[config.mk]
export PLATFORM = sky130hd
export DESIGN_NAME = frame_sequencer
export DESIGN_NICKNAME = d
export VERILOG_FILES = /design/src/rtl/frame_sequencer.sv
export SDC_FILE = /design/constraint.sdc
export NUM_CORES = 1
export LEC_CHECK = 0
export BUFFER_PORTS_ARGS = -buffer_cell sky130_fd_sc_hd__buf_2
export CAP_MARGIN = 20
export CORE_MARGIN = 5
export CORE_UTILIZATION = 59
export CTS_CLUSTER_SIZE = 28
export DETAILED_ROUTE_END_ITERATION = 7
export PLACE_DENSITY_LB_ADDON = 0.3
export SLEW_MARGIN = 30
export SYNTH_ARGS = -nofsm -noshare
export SYNTH_HDL_FRONTEND = slang
export SYNTH_SLANG_ARGS = --single-unit
[constraint.sdc]
create_clock -name sys_clk -period 6.2 [get_ports sys_clk]
set_input_delay 0 -clock sys_clk [delete_from_list [all_inputs] [get_ports sys_clk]]
set_output_delay 0 -clock sys_clk [all_outputs]
set_load 0.005 [all_outputs]
[src/rtl/frame_sequencer.sv]
// frame_sequencer: once-per-frame controller that snapshots both players'
// inputs and walks the game logic through its move/collide/animate phases.
//
// Ports:
//   sys_clk, rst                       clock, async active-low reset
//   frame_tick                         one-cycle vblank pulse
//   p1_inputs_raw, p2_inputs_raw       live controller buttons
//   p1_inputs_latched, p2_inputs_latched  per-frame input snapshot
//   step_start, step_sel, step_done    phase start/done handshake
//   commit                             publish new game state
//   frame_busy                         high from LATCH through COMMIT
//   frame_count                        committed frames (wraps)
//   overrun, timeout                   sticky error flags
module frame_sequencer #(
    parameter int INPUT_DEPTH       = 5,
    parameter int TIMEOUT_CYCLES    = 1023,
    parameter int FRAME_COUNT_DEPTH = 16
) (
    input  logic                         sys_clk,
    input  logic                         rst,
    input  logic                         frame_tick,
    input  logic [INPUT_DEPTH-1:0]       p1_inputs_raw,
    input  logic [INPUT_DEPTH-1:0]       p2_inputs_raw,
    output logic [INPUT_DEPTH-1:0]       p1_inputs_latched,
    output logic [INPUT_DEPTH-1:0]       p2_inputs_latched,
    output logic                         step_start,
    output logic [1:0]                   step_sel,
    input  logic                         step_done,
    output logic                         commit,
    output logic                         frame_busy,
    output logic [FRAME_COUNT_DEPTH-1:0] frame_count,
    output logic                         overrun,
    output logic                         timeout
);

    typedef enum logic [2:0] {
        IDLE,
        LATCH,
        ISSUE,
        WAIT,
        COMMIT
    } state_t;

    localparam logic [15:0] WAIT_LIMIT = 16'(TIMEOUT_CYCLES - 1);
    localparam logic [FRAME_COUNT_DEPTH-1:0] COUNT_ONE = 1;
    localparam logic [1:0] LAST_PHASE = 2'd2;

    state_t      state;
    state_t      state_nxt;
    logic [15:0] wait_cnt;
    logic [15:0] wait_cnt_nxt;
    logic [1:0]  sel_nxt;
    logic        latch_en;
    logic        count_inc;
    logic        timeout_set;
    logic        overrun_set;

    // Handshake strobes are pure decodes of the state register.
    assign step_start = (state == ISSUE);
    assign commit     = (state == COMMIT);
    assign frame_busy = (state != IDLE);

    // A tick that lands while a frame is in flight is dropped, not queued.
    assign overrun_set = frame_tick && (state != IDLE);

    always_ff @(posedge sys_clk or negedge rst) begin
        if (!rst) begin
            state <= IDLE;
        end else begin
            state <= state_nxt;
        end
    end

    always_comb begin
        state_nxt    = state;
        sel_nxt      = step_sel;
        wait_cnt_nxt = wait_cnt;
        latch_en     = 1'b0;
        count_inc    = 1'b0;
        timeout_set  = 1'b0;
        unique case (state)
            IDLE: begin
                if (frame_tick) begin
                    state_nxt = LATCH;
                end
            end
            LATCH: begin
                latch_en  = 1'b1;
                sel_nxt   = 2'd0;
                state_nxt = ISSUE;
            end
            ISSUE: begin
                wait_cnt_nxt = 16'd0;
                state_nxt    = WAIT;
            end
            WAIT: begin
                // Done has priority: hitting the limit in the same
                // cycle as done is a normal completion.
                if (step_done || (wait_cnt == WAIT_LIMIT)) begin
                    timeout_set = !step_done;
                    if (step_sel == LAST_PHASE) begin
                        state_nxt = COMMIT;
                    end else begin
                        sel_nxt   = step_sel + 2'd1;
                        state_nxt = ISSUE;
                    end
                end else begin
                    wait_cnt_nxt = wait_cnt + 16'd1;
                end
            end
            COMMIT: begin
                count_inc = 1'b1;
                state_nxt = IDLE;
            end
            default: begin
                state_nxt = IDLE;
            end
        endcase
    end

    always_ff @(posedge sys_clk or negedge rst) begin
        if (!rst) begin
            wait_cnt          <= '0;
            step_sel          <= '0;
            p1_inputs_latched <= '0;
            p2_inputs_latched <= '0;
            frame_count       <= '0;
            overrun           <= 1'b0;
            timeout           <= 1'b0;
        end else begin
            wait_cnt <= wait_cnt_nxt;
            step_sel <= sel_nxt;
            if (latch_en) begin
                p1_inputs_latched <= p1_inputs_raw;
                p2_inputs_latched <= p2_inputs_raw;
            end
            if (count_inc) begin
                frame_count <= frame_count + COUNT_ONE;
            end
            if (overrun_set) begin
                overrun <= 1'b1;
            end
            if (timeout_set) begin
                timeout <= 1'b1;
            end
        end
    end

endmodule

Word-level counts from Yosys, hierarchy flattened
Cells that the tools add are included.

storage, ports and cells
  register bits after elaboration = 49
  logic and storage cells = 44
  output and inout bits = 33

operators by class
  reduce and logical (&&, ||, !) cells = 10
  eq/ne operators = 10
  add/sub/neg operators = 3
  mux-type cells = 13

operators by type and width
  operator                                                count
  adder 16 x 1 -> 16 bit (second input constant)          2
  one-hot mux 16 bit (2 select lines)                     1
  equality test 16 x 10 -> 1 bit (second input constant)  1
  two-way mux 16 bit                                      1
  one-hot mux 3 bit (4 select lines)                      1
  two-way mux 3 bit                                       3
  inequality test 2 bit (second input constant)           4
  equality test 3 x 2 -> 1 bit (second input constant)    2
  two-way mux 1 bit                                       4
  two-way mux 2 bit                                       2
  one-hot mux 2 bit (2 select lines)                      1
  AND reduction 2 bit                                     2
  nonzero test 2 bit                                      2
  equality test 3 x 1 -> 1 bit (second input constant)    1
  equality test 3 bit (second input constant)             1
  zero test 3 bit                                         1
  AND reduction 3 bit                                     1
  nonzero test 3 bit                                      1
  adder 2 x 1 -> 2 bit (second input constant)            1
  equality test 2 bit (second input constant)             1
  logical AND 1 bit                                       1
  zero test 1 bit                                         1
  logical OR 1 bit                                        1

Depth between registers and ports, before layout
Gate-level depths: netlist of run 1.

  word-level depth = 4
  mapped depth = 7
  depth with buffers taken out = 6

Worst setup path after synthesis of run 1
No wires, ideal clock.

  path kind = register to register
  start point = register wait_cnt[0]
  end point = register wait_cnt[15]
  arrival time = 2.027 ns
  period minus slack after synthesis = 2.153 ns
  buffers on the path = 1
  stages on the path, launching flop included = 8
  slack = 4.047 ns
  required time = 6.074 ns
  cell sequence = dfrtp_1 inv_1 ha_1 or4b_4 o41a_1 buf_6 o311a_1 a221o_1

on the way
  word-level cells in the longest chain between the ends = 4
  elaborated cells between the ends (all ways) = 7

ends and longest elaborated chain
  item                                                                            RTL line  RTL
  start, declared                                                                 50        logic [15:0] wait_cnt;
  start signal, assigned                                                          131       wait_cnt <= wait_cnt_nxt;
  parallel branches: the longest is 4 deep, another holds adder 16 x 1 -> 16 bit  -

Parallel ways; which one is timed is not known. The select of a mux whose other input is x is not followed.
A chain may end at the register's enable or synchronous reset.

Worst setup path in the final report of run 1
  start point = register wait_cnt[0]
  end point = register wait_cnt[5]

The elaborated chain is that of the path after synthesis.

==> results of run 1 <==
Yosys cell counts, types with 2 or more instances:
cell type | instances | share of area (%)
nor4_1 | 5 | 1.3
a21o_1 | 3 | 0.94
and3_1 | 4 | 1.0
a221o_1 | 3 | 1.3
dfrtp_1 | 49 | 51
a211o_1 | 3 | 1.1
xor2_1 | 10 | 3.7
a21oi_1 | 2 | 0.42
a22oi_1 | 2 | 0.63
mux2_2 | 11 | 5.2
a21boi_0 | 2 | 0.63
a31oi_1 | 4 | 1.0
or3_1 | 2 | 0.52
nand2b_1 | 2 | 0.52
inv_1 | 9 | 1.4
nand4_1 | 10 | 2.6
o21ai_0 | 5 | 1.0
and4_1 | 2 | 0.73
ha_1 | 4 | 2.1
xnor2_1 | 5 | 1.8
nand3_1 | 6 | 1.3
nor3_1 | 11 | 2.3
a22o_1 | 3 | 1.1
nand2_1 | 18 | 2.8
a2bb2oi_1 | 2 | 0.73
nor2_1 | 16 | 2.5
cell usage in the layout (no fill, tap or decap), drive strengths merged, types with 2 or more instances in the layout:
cell         synthesis  layout
a21o                 3       3
nand3                6       6
dlygate4sd3          0      12
nand4               10      10
a31oi                4       4
nor2                16      16
nor3                11      11
a221o                3       3
nor4                 5       5
xnor2                5       5
a21oi                2       2
and4                 2       2
o41ai                3       3
a21boi               2       2
mux2                11      11
dfrtp               49      49
and3                 4       4
a211o                3       3
nand2               19      19
nand2b               2       2
a22o                 3       3
inv                  9      10
a22oi                2       2
xor2                10      10
a2bb2oi              2       2
ha                   4       4
clkbuf               1       5
or3                  2       2
o21ai                5       5
buf                  2      46
layer usage:
layer	up-vias	part of all wire, %
met5	-	0
met4	0	1.4
met3	6	6.6
li1	937	-
met1	953	43
met2	75	49
kinds of logic after synthesis:
family	after synthesis
AO/OA/AOI/OAI	39
multiplexers	12
AND/OR/NAND/NOR	87
buffers and inverters	12
adder cells (fa/ha/maj)	4
XOR/XNOR	15
flip-flops	49
area by class of cell:
| type | count | area share, % |
|---|---|---|
| Clock buffer | 5 | 2.39 |
| Clock inverter | 3 | 0.740 |
| Inverter | 9 | 1.18 |
| Multi-Input combinational cell | 157 | 38.6 |
| Sequential cell | 49 | 42.7 |
| Tap cell | 50 | 2.18 |
| Timing Repair Buffer | 58 | 12.3 |
sequential cells by signal, summed over array words and instances (netlist names):
| signal | cells |
|---|---|
| state | 3 |
| wait_cnt | 16 |
| timeout | 1 |
| step_sel | 2 |
| frame_count | 16 |
| p1_inputs_latched | 5 |
| overrun | 1 |
| p2_inputs_latched | 5 |
final timing paths:
| check | end | slack [ns] | cells past startpoint |
|---|---|---|---|
| max | wait_cnt[5] | 3.55 | 6 |
| min | p2_inputs_latched[2] | 0.23 | 2 |
| max reg2reg | wait_cnt[5] | 3.55 | 6 |
| min reg2reg | overrun | 0.46 | 1 |
| max in group asynchronous | wait_cnt[8] | 5.55 | 2 |
| min in group sys_clk | wait_cnt[10] | 0.24 | 5 |
what timing repair did:
action,CTS,global route
hold buffers,12,0
endpoints found under the hold margin,61,0
endpoints found under the setup margin,0,0
buffers inserted,0,0
critical path, stage by stage, from the launching register on:
cell and delay [ns]:
dfrtp_1 0.41, inv_1 0.10, ha_1 0.15, or4b_4 0.49, o41ai_4 0.90, nand2_2 0.26, a31oi_1 0.25
report_power, final:
part	leakage (nW)	switching [mW]	internal (mW)
registers	0.646	0.0557	0.380
clock network	0.0445	0.111	0.0801
logic	0.715	0.192	0.152
==> impl_metrics.json, run 1 <==
{
  "vias": 1971,
  "grt_use_met3_pct": 6.29,
  "dp.cells": 311,
  "async_flop_share_pct": 100,
  "synth-xor-area-share_pct": 5.49,
  "grt.met1_usage_pct": 29.9,
  "max-clock-path-buffers": 2,
  "vdd_drop_max_uv": 225,
  "drtAntennaViolNets": 0,
  "cts_tree": "built",
  "ys_types": 51,
  "hpwl_mm": 3.86,
  "grt_pass1_vias": 1885,
  "yosys.area_share.simple_pct": 19.5,
  "relSlewSlack_pct": 36.2,
  "ys_ff_latch": 49,
  "setup_ws_ns": 3.55,
  "fp.coreArea_um2": 3970,
  "worstSetupPathType": "flop to flop",
  "ys.flop_type": "dfrtp_1",
  "whs_ns": 0.234,
  "num_rows": 23,
  "grt-ovfl-total": 0,
  "synth_top_family_by_area": "simple AND/OR/NAND/NOR gates",
  "grt_pass1_wl_mm": 9.27,
  "syn_area_um2": 2390,
  "viasPerCell": 5.95,
  "design_area_um2": 2870,
  "die_area_um2": 5430,
  "hp-class": "primary input to async pin",
  "hold_viol": 0,
  "grt_busiest_layer": "met2",
  "min_period_over_period_pct": 42.7,
  "synth_mux_area_share_pct": 5.60,
  "cp.required_ns": 6.43,
  "power_mw": 0.971,
  "tns_ns": 0,
  "cp_max_fo": 16,
  "final_core_util_pct": 72.4,
  "drive_gt1_share_pct": 25.3,
  "worstMarginPinSlew_ns": 0.953,
  "drt-wirelength-per-cell_um": 17.1,
  "insertion_delay_ns": 0.31,
  "crit_path_start_kind": "flop",
  "power.density_nw_per_um2": 338,
  "leakagePower_nw": 1.41,
  "grt_max_degree": 50,
  "final_cell_count_no_fill": 331,
  "synth_adder_area_share_pct": 2.09,
  "synth_compound_area_share_pct": 13.7,
  "clk_pin_slew_ns": 0.09,
  "io_buffer_count": 46,
  "critPathArrivalTime_ns": 2.88,
  "first_pass_iters": 4,
  "h-tree-depth": 2,
  "gp_congestion": 0.885,
  "multi_input_area_um2": 1110,
  "placed_area_um2": 2660,
  "place_ws_ns": 3.63,
  "ys_warn_count": 0,
  "synth_edf_count": 0,
  "nets": 298,
  "yosysSeqAreaShare_pct": 51.3,
  "finalMaxSlewViolations": 0,
  "wl_mm": 5.66,
  "clock_skew_ns": 0.00749,
  "drcViolationCount": 0,
  "post_cts_resized": 0,
  "antenna-diode-count": 0,
  "setup_viol": 0,
  "syn_nets": 236,
  "antenna_found_initial": 0,
  "syn_inst": 218,
  "max_freq_ghz": 0.377,
  "ctsRootBufferMaster": "clkbuf_8",
  "ios": 47,
  "setup.worst_path.start": "wait_cnt[0]",
  "fillerInstances": 270,
  "area_growth_pct": 20.2,
  "rsz0062_at_grt": "false",
  "die_x_um": 73.7,
  "grt_usage_pct": 22.8,
  "endpoint_kind": "flop",
  "seqCellArea_um2": 1230,
  "outcome": "complete, no violations",
  "avgSynthCellArea_um2": 11.0,
  "die_h_um": 73.7,
  "cts_buffers": 5,
  "period_minus_slack_ns": 2.65,
  "drtIter0Drc": 178,
  "initial_utilization_pct": 60.2,
  "regToRegStartpoint": "wait_cnt[0]",
  "grt_use_met2_pct": 36.4,
  "maxCapViolations": 0,
  "cts_sinks": 49
}
Power figures use the tool's default switching activity.
==> run 2: changes to the inputs <==
--- a/config.mk
+++ b/config.mk
@@ -8,7 +8,7 @@
 export BUFFER_PORTS_ARGS = -buffer_cell sky130_fd_sc_hd__buf_2
 export CAP_MARGIN = 20
 export CORE_MARGIN = 5
-export CORE_UTILIZATION = 59
+export CORE_UTILIZATION = 54
 export CTS_CLUSTER_SIZE = 28
 export DETAILED_ROUTE_END_ITERATION = 7
 export PLACE_DENSITY_LB_ADDON = 0.3
==> constraint.sdc (replaced) <==
create_clock -name sys_clk -period 2.53 [get_ports sys_clk]
set_input_delay 0 -clock sys_clk [delete_from_list [all_inputs] [get_ports sys_clk]]
set_output_delay 0 -clock sys_clk [all_outputs]
set_load 0.005 [all_outputs]
==> run 2 against run 1 <==
Via count grew 0.56%. First-iteration DRC count increased by 9.0%. Register-to-register slack got worse by 3.4 ns. Wire length shrank 4.0%. Clock power increased by 140%. Critical endpoint is now wait_cnt[14]. Global-route usage decreased by 2.8 points. Power grew 150%. Final area is 2.0% higher. Setup slack got worse by 3.4 ns.
==> impl_metrics.json, run 2 (synthesized netlist as in run 1, its figures left out) <==
{
  "worstSetupPathType": "flop to flop",
  "setup_viol": 0,
  "vias": 1982,
  "whs_ns": 0.119,
  "ctsHoldBuffers": 12,
  "nets": 306,
  "largestRegisters": "frame_count: 16 flops, wait_cnt: 16 flops",
  "outcome": "complete, no violations",
  "drtIter0Drc": 194,
  "final_core_util_pct": 67.8,
  "max-clock-path-buffers": 2,
  "design_area_um2": 2930,
  "insertion_delay_ns": 0.31,
  "critPathArrivalTime_ns": 2.60,
  "rrSetupSlack_ns": 0.12,
  "io_buffer_count": 46,
  "initial_utilization_pct": 55.3,
  "crit_path_start_kind": "flop",
  "fp.coreArea_um2": 4320,
  "grt_pass1_vias": 1928,
  "regToRegStartpoint": "wait_cnt[0]",
  "drive_gt1_share_pct": 27.0,
  "max_freq_ghz": 0.416,
  "vdd_drop_max_uv": 354,
  "drt-wirelength-per-cell_um": 15.9,
  "grt_max_degree": 35,
  "power.density_nw_per_um2": 817,
  "drcViolationCount": 0,
  "cp_slowest_cell": "o41a_1",
  "leakagePower_nw": 1.44,
  "maxCapViolations": 0,
  "cp_slowest_stage_delay_ns": 0.62,
  "hp-class": "primary input to async pin",
  "die_x_um": 76.5,
  "final_cell_mix": "dfrtp_1 (49), buf_2 (46), nand2_1 (18), nor2_1 (16), dlygate4sd3_1 (12)",
  "hpwl_mm": 3.92,
  "post_cts_buffers": 0,
  "h-tree-depth": 2,
  "post_cts_resized": 0,
  "wl_mm": 5.44,
  "first_pass_iters": 4,
  "tns_ns": 0,
  "final_common_cell": "dfrtp_1",
  "cp.required_ns": 2.72,
  "die_h_um": 76.5,
  "ctsRootBufferMaster": "clkbuf_8",
  "viasPerCell": 5.81,
  "drtAntennaViolNets": 0,
  "cts_tree": "built",
  "antenna_found_initial": 0,
  "antenna-diode-count": 0,
  "ios": 47,
  "num_rows": 24,
  "area_growth_pct": 22.6,
  "cp_max_fo": 12,
  "period_minus_slack_ns": 2.41,
  "relSlewSlack_pct": 60.5,
  "clk_pin_slew_ns": 0.09,
  "grt_usage_pct": 20.0,
  "final_cell_count_no_fill": 341,
  "worstPathCellList": "inv_1, ha_1, or4b_4, o41a_1, and3_1, a211o_1",
  "die_area_um2": 5860,
  "grt_pass1_wl_mm": 9.47,
  "hold_viol": 0,
  "cts_buffers": 5,
  "endpoint_kind": "flop",
  "grt-ovfl-total": 0,
  "setup.worst_path.start": "wait_cnt[0]",
  "min_period_over_period_pct": 95.1,
  "finalMaxSlewViolations": 0,
  "placed_area_um2": 2720,
  "cts_sinks": 49,
  "gp_congestion": 0.964,
  "clock_skew_ns": 0.00929,
  "dp.cells": 321,
  "worstMarginPinSlew_ns": 0.591,
  "rsz0062_at_grt": "false"
}
-- run 2: cell types whose count changed in the layout (fill, tap and decap cells not counted), sizes merged --
| cell | change |
|---|---|
| buf | +8 |
| clkbuf | +1 |
| clkinv | -1 |
| clkinvlp | +1 |
| inv | -1 |
-- run 2: area by class of cell --
| cell class | instances | area [um^2] |
|---|---|---|
| clock buffer | 6 | 72.6 |
| clock inverter | 2 | 15.0 |
| tap | 52 | 65.1 |
| timing repair buffer | 66 | 410 |
| sequential | 49 | 1230 |
| fill | 336 | 1390 |
| multi-input combinational | 157 | 1110 |
| inverter | 9 | 33.8 |
-- run 2: routing by layer --
layer / GRT usage, % / up-vias / share of wire [%]
met5: 0 / - / 0
met4: 6.47 / 0 / 1.3
met3: 5.44 / 7 / 6.7
met2: 31.6 / 69 / 49
met1: 26.8 / 950 / 43
li1: - / 956 / -
-- run 2: path summary, 6_finish.rpt --
kind	to	cells past startpoint
worst min register to register	overrun	1
max in group asynchronous	state[1]	3
worst max register to register	wait_cnt[14]	6
worst min-delay path	frame_count[1]	2
worst max-delay path	wait_cnt[14]	6
min in group sys_clk	timeout	3
-- run 2: power breakdown --
group	internal [mW]	total [mW]	switching (mW)	leakage, nW
sequential	0.930	1.06	0.126	0.646
clock	0.195	0.453	0.258	0.0374
combinational	0.410	0.885	0.475	0.752
-- run 2: worst max-delay path, delay by kind of cell, from the launching register on --
| kind | cells | cell delay (ns) |
|---|---|---|
| buffers and inverters | 1 | 0.10 |
| AND/OR/NAND/NOR | 2 | 0.74 |
| flip-flops | 1 | 0.42 |
| adder cells (fa/ha/maj) | 1 | 0.14 |
| AO/OA/AOI/OAI | 2 | 0.88 |
-- run 2: stage by stage --
stage | total power, mW | setup WS, ns
detailed placement | 1.94 | 0.165
finish | 2.39 | 0.125
global placement | 1.90 | 0.213
global route | 2.57 | 0.0182
CTS | 2.41 | 0.131
floorplan | 1.59 | 0.377
